[src/rtl/muldiv_iter.sv]
// muldiv_iter: iterative radix-2 RV32M multiply/divide unit with valid/ready handshakes.
// Shift-add multiply and restoring divide on magnitudes; signs are applied in a final fix-up cycle.
`default_nettype none

module muldiv_iter #(
  parameter int WIDTH = 32,
  parameter int CNT_W = $clog2(WIDTH + 1)
) (
  input  logic             clk,
  input  logic             rst_n,
  input  logic             flush,
  input  logic             in_valid,
  output logic             in_ready,
  input  logic [2:0]       op,
  input  logic [WIDTH-1:0] operand_a,
  input  logic [WIDTH-1:0] operand_b,
  output logic             out_valid,
  input  logic             out_ready,
  output logic [WIDTH-1:0] result,
  output logic             zero_flag
);

  typedef enum logic [2:0] {
    IDLE = 3'd0,
    PREP = 3'd1,
    CALC = 3'd2,
    FIX  = 3'd3,
    DONE = 3'd4
  } state_t;

  localparam logic [WIDTH-1:0] MIN_NEG = {1'b1, {(WIDTH-1){1'b0}}};

  state_t             state;
  logic [2:0]         op_q;
  logic [WIDTH-1:0]   a_q;
  logic [WIDTH-1:0]   b_q;
  logic [2*WIDTH-1:0] acc;
  logic [CNT_W-1:0]   cnt;
  logic               neg_q;
  logic               neg_r;

  logic               is_div;
  logic               a_signed;
  logic               b_signed;
  logic               a_neg;
  logic               b_neg;
  logic [WIDTH-1:0]   a_mag;
  logic [WIDTH-1:0]   b_mag;
  logic               div_zero;
  logic               div_ovf;
  logic [WIDTH-1:0]   special_val;

  logic [WIDTH:0]     mul_sum;
  logic [2*WIDTH-1:0] mul_next;
  logic [WIDTH:0]     rem_sh;
  logic [WIDTH:0]     diff;
  logic [2*WIDTH-1:0] div_next;

  logic [2*WIDTH-1:0] prod;
  logic [WIDTH-1:0]   quo;
  logic [WIDTH-1:0]   rem;
  logic [WIDTH-1:0]   fix_val;

  assign in_ready = (state == IDLE);

  // Operand classification, valid while a_q/b_q still hold the raw operands (PREP)
  assign is_div   = op_q[2];
  assign a_signed = (op_q == 3'd0) || (op_q == 3'd1) || (op_q == 3'd2) ||
                    (op_q == 3'd4) || (op_q == 3'd6);
  assign b_signed = (op_q == 3'd0) || (op_q == 3'd1) ||
                    (op_q == 3'd4) || (op_q == 3'd6);
  assign a_neg    = a_signed && a_q[WIDTH-1];
  assign b_neg    = b_signed && b_q[WIDTH-1];
  assign a_mag    = a_neg ? (~a_q + 1'b1) : a_q;
  assign b_mag    = b_neg ? (~b_q + 1'b1) : b_q;
  assign div_zero = is_div && (b_q == '0);
  assign div_ovf  = is_div && !op_q[0] && (a_q == MIN_NEG) && (b_q == '1);

  always_comb begin
    special_val = '0;
    if (div_zero) special_val = op_q[1] ? a_q : '1;
    else if (div_ovf) special_val = op_q[1] ? '0 : a_q;
  end

  // Multiply step: multiplier sits in the low half and shifts out LSB-first
  assign mul_sum  = {1'b0, acc[2*WIDTH-1:WIDTH]} + {1'b0, b_q};
  assign mul_next = acc[0] ? {mul_sum, acc[WIDTH-1:1]} : {1'b0, acc[2*WIDTH-1:1]};

  // Restoring divide step: partial remainder high, dividend/quotient low
  assign rem_sh   = {acc[2*WIDTH-1:WIDTH], acc[WIDTH-1]};
  assign diff     = rem_sh - {1'b0, b_q};
  assign div_next = diff[WIDTH] ? {rem_sh[WIDTH-1:0], acc[WIDTH-2:0], 1'b0}
                                : {diff[WIDTH-1:0],   acc[WIDTH-2:0], 1'b1};

  assign prod = neg_q ? (~acc + 1'b1) : acc;
  assign quo  = acc[WIDTH-1:0];
  assign rem  = acc[2*WIDTH-1:WIDTH];

  always_comb begin
    fix_val = '0;
    if (!is_div) fix_val = (op_q == 3'd0) ? prod[WIDTH-1:0] : prod[2*WIDTH-1:WIDTH];
    else if (op_q[1]) fix_val = neg_r ? (~rem + 1'b1) : rem;
    else fix_val = neg_q ? (~quo + 1'b1) : quo;
  end

  always_ff @(posedge clk or negedge rst_n) begin
    if (!rst_n) begin
      state     <= IDLE;
      op_q      <= '0;
      a_q       <= '0;
      b_q       <= '0;
      acc       <= '0;
      cnt       <= '0;
      neg_q     <= 1'b0;
      neg_r     <= 1'b0;
      result    <= '0;
      zero_flag <= 1'b1;
      out_valid <= 1'b0;
    end else if (flush) begin
      state     <= IDLE;
      out_valid <= 1'b0;
    end else begin
      case (state)
        IDLE: begin
          if (in_valid) begin
            op_q  <= op;
            a_q   <= operand_a;
            b_q   <= operand_b;
            state <= PREP;
          end
        end
        PREP: begin
          if (div_zero || div_ovf) begin
            result    <= special_val;
            zero_flag <= (special_val == '0);
            out_valid <= 1'b1;
            state     <= DONE;
          end else begin
            acc   <= {{WIDTH{1'b0}}, a_mag};
            b_q   <= b_mag;
            neg_q <= a_neg ^ b_neg;
            neg_r <= a_neg;
            cnt   <= CNT_W'(WIDTH);
            state <= CALC;
          end
        end
        CALC: begin
          acc <= is_div ? div_next : mul_next;
          cnt <= cnt - 1'b1;
          if (cnt == CNT_W'(1)) state <= FIX;
        end
        FIX: begin
          result    <= fix_val;
          zero_flag <= (fix_val == '0);
          out_valid <= 1'b1;
          state     <= DONE;
        end
        DONE: begin
          if (out_ready) begin
            out_valid <= 1'b0;
            state     <= IDLE;
          end
        end
        default: state <= IDLE;
      endcase
    end
  end

endmodule

`default_nettype wire
[config.mk]
export PLATFORM = sky130hd
export DESIGN_NAME = muldiv_iter
export DESIGN_NICKNAME = d
export VERILOG_FILES = /design/src/rtl/muldiv_iter.sv
export SDC_FILE = /design/constraint.sdc
export NUM_CORES = 1
export LEC_CHECK = 0
export ABC_AREA = 0
export ABC_CLOCK_PERIOD_IN_PS = 7400
export BUFFER_PORTS_ARGS = -buffer_cell sky130_fd_sc_hd__buf_2
export CAP_MARGIN = 5
export CELL_PAD_IN_SITES_DETAIL_PLACEMENT = 1
export CELL_PAD_IN_SITES_GLOBAL_PLACEMENT = 2
export CORE_MARGIN = 2
export CORE_UTILIZATION = 40
export DETAILED_ROUTE_END_ITERATION = 10
export PLACE_DENSITY = 0.95
export SLEW_MARGIN = 15
export SYNTH_ARGS = -nofsm -noshare
export SYNTH_HDL_FRONTEND = slang
export SYNTH_SLANG_ARGS = --single-unit
[constraint.sdc]
create_clock -name clk -period 7.4 [get_ports clk]
set_input_delay 1.48 -clock clk [delete_from_list [all_inputs] [get_ports clk]]
set_output_delay 1.48 -clock clk [all_outputs]
set_load 0.05 [all_outputs]
==> impl_metrics.toml <==
[outcome]
status = "completed"

[final_layout]
diodes = 0
drive_above_1_share_pct = 10.6
final_nets = 2343
syn2layout_area_growth_pct = 8.17

[critical_path]
required_ns = 7.82
max_stage_delay_ns = 0.66
slowest_stage = "nor4_1"
crit_chain = "or4_1 -> nor4_1 -> nand4_1 -> nor2_1 -> a2111o_1 -> inv_2 -> nor2_4 -> buf_4 -> a2111oi_0 -> a21o_1 -> a31oi_1"
start_kind = "register"
crit_family = "simple AND/OR/NAND/NOR gates"
crit_path_end_kind = "register"
path_max_fanout = 52
crit_type = "register to register"
path_buf_inv = 2
arrival_ns = 5.34

[synthesis]
ys_seq_elements = 176
yosysUniqueCellTypes = 84
ys_seq_area_share_pct = 26.4
synth.top_cell.area_share_pct = 26.2
syn_area_um2 = 16700
synth-edff-count = 0
async_reset_ff_share_pct = 100
synth_area_leader_cell = "dfrtp_1"
synth_cells = 2217
avgSynthCellArea_um2 = 7.54
syn_nets = 2362
ys.flop_type = "dfrtp_1"
synth.area.top_cells = "dfrtp_1 (26%), nand2_1 (6.7%), a21oi_1 (6.0%)"
yosys_warnings = 0

[timing]
clock.fmax_ghz = 0.203
fin_crit_sh_pct = 66.5
finalSetupViolations = 0
final.setup.worst_slack_ns = 2.48
worst_slew_pin_slew_ns = 1.28
slew_viol_final = 0
period_needed_ns = 4.92
finalHoldViolCount = 0
rsz0062_at_grt = "no"
whs_ns = 0.512
fin_skew_ns = 0.0164
tns_ns = 0
slew_headroom_pct = 12.4

[place]
io_buffer_count = 106
dp_slack_ns = 2.55
gp_congestion = 1.01
hpwl_um = 52300

[clock_tree]
clockBufferDepth = 2
cts_buffers = 17
clk_latency_ns = 0.49
post_cts_buffers = 0
ctsHtreeMaxLevel = 4
cts_tree = "done"
cts_hold_buffers = 0
root_buffer = "clkbuf_16"
clk_pin_slew_ns = 0.08
clock-sinks = 176
cts_resized = 0

[global_route]
antenna_found_initial = 0
grt_pass1_vias = 17800
grt_max_degree = 107
grt_pass1_wl_um = 108000
grt_usage_pct = 31.9
overflow = 0

[drt]
drt-initial-drc-count = 1772
drc = 0
wire_per_inst_um = 25.4
drt_pass1_iterations = 6
vias = 17900
viasPerCell = 6.53
wl_um = 69600
ant_nets = 0

[pwr]
p_per_area_nw_per_um2 = 457
p_leak_nw = 7.77
total_power_mw = 8.26
irDropWorstVdd_uv = 341

[die]
dieArea_um2 = 43400
io_pins = 107
coreArea_um2 = 41000
chipHeight_um = 208
num_rows = 74
die_w_um = 208
start_util_pct = 40.8

[flow_run]
max_cap_viol_count = 0

[min_path]
hold_class = "register to register"
## where the power goes
group	internal, mW	switching (mW)	total (mW)
Clock	0.470	0.508	0.978
Sequential	1.25	0.811	2.06
Combinational	1.87	3.34	5.22
Total	3.60	4.66	8.26
## worst paths after layout
kind                             from    endpoint  slack, ns  cells past startpoint
min in group asynchronous       rst_n     b_q[26]       1.10                      1
setup reg to reg               a_q[2]     acc[63]       2.48                     11
max in group asynchronous       rst_n      acc[0]       4.63                      2
hold / removal             result[13]  result[13]       0.51                      1
hold reg to reg            result[13]  result[13]       0.51                      1
setup / recovery               a_q[2]     acc[63]       2.48                     11
## flip-flops by register name, indices dropped and copies added (netlist names)
name / flops
b_q: 32
neg_r: 1
acc: 64
op_q: 3
neg_q: 1
cnt: 6
a_q: 32
out_valid: 1
state: 3
zero_flag: 1
result: 32
## stage by stage
step	cells	cell area [um2]	utilization, %
floorplan	2217	16700	-
global placement	2711	17500	42.6
detailed placement	2711	17500	42.6
CTS	2743	18100	44.1
global route	2743	18100	44.1
finish	2743	18100	44.1
## area by class of cell
| class | instances | area, um2 |
|---|---|---|
| Fill cell | 5093 | 22900 |
| Multi-Input combinational cell | 1804 | 11400 |
| Sequential cell | 176 | 4410 |
| Timing Repair Buffer | 134 | 749 |
| Tap cell | 532 | 666 |
| Clock buffer | 18 | 439 |
| Inverter | 65 | 244 |
| Clock inverter | 14 | 185 |
## worst register-to-register path, cell delays in order, from the launching register on
cell and delay (ns):
dfrtp_1 0.46, or4_1 0.59, nor4_1 0.66, nand4_1 0.43, nor2_1 0.21, a2111o_1 0.59, inv_2 0.19, nor2_4 0.48
buf_4 0.56, a2111oi_0 0.31, a21o_1 0.24, a31oi_1 0.13
## cells by family (layout without fill, tap and decap cells)
kind of cell    after synthesis  after routing  share of synthesized area, %
fa+ha+maj                    73             73                          5.55
xor+xnor                    149            149                          7.81
flops                       176            176                          26.4
buf+inv                     237            231                          5.73
simple gates                801            801                          23.2
mux                          74             74                          4.62
compound gates              707            707                          26.7
## cells in the mapped netlist (32+ instances only)
master	count
a211oi_1	39
a21o_1	35
a21oi_1	200
a31oi_1	33
clkbuf_1	131
dfrtp_1	175
ha_1	71
inv_1	60
mux2i_1	49
nand2_1	299
nand3_1	61
nand4_1	36
nor2_1	152
nor3_1	55
nor4_1	32
o211ai_1	44
o21ai_0	179
xnor2_1	79
xor2_1	70
## layout by cell type (no fill, tap or decap), drive strengths merged, types with 25 or more instances in the layout
cell	synthesis	routed
ha	71	71
buf	40	133
a211oi	39	39
or4	31	31
a21oi	201	201
mux2	25	25
o211ai	44	44
or3	29	29
nand4	36	36
xor2	70	70
mux2i	49	49
o31ai	26	26
a31oi	33	33
o21ai	181	181
nand3	61	61
nor3	56	56
xnor2	79	79
a21o	35	35
dfrtp	175	175
nor4	36	36
o22ai	26	26
inv	63	70
nor2	153	153
nand2	299	299
## layer usage
metal	track usage [%]	wire, um	share of wire (%)
met1	45.1	31700	46
met2	49.4	30900	44
met3	4.68	4760	6.8
met4	11.3	2280	3.3
met5	0	0	0
Power figures use the tool's default switching activity.
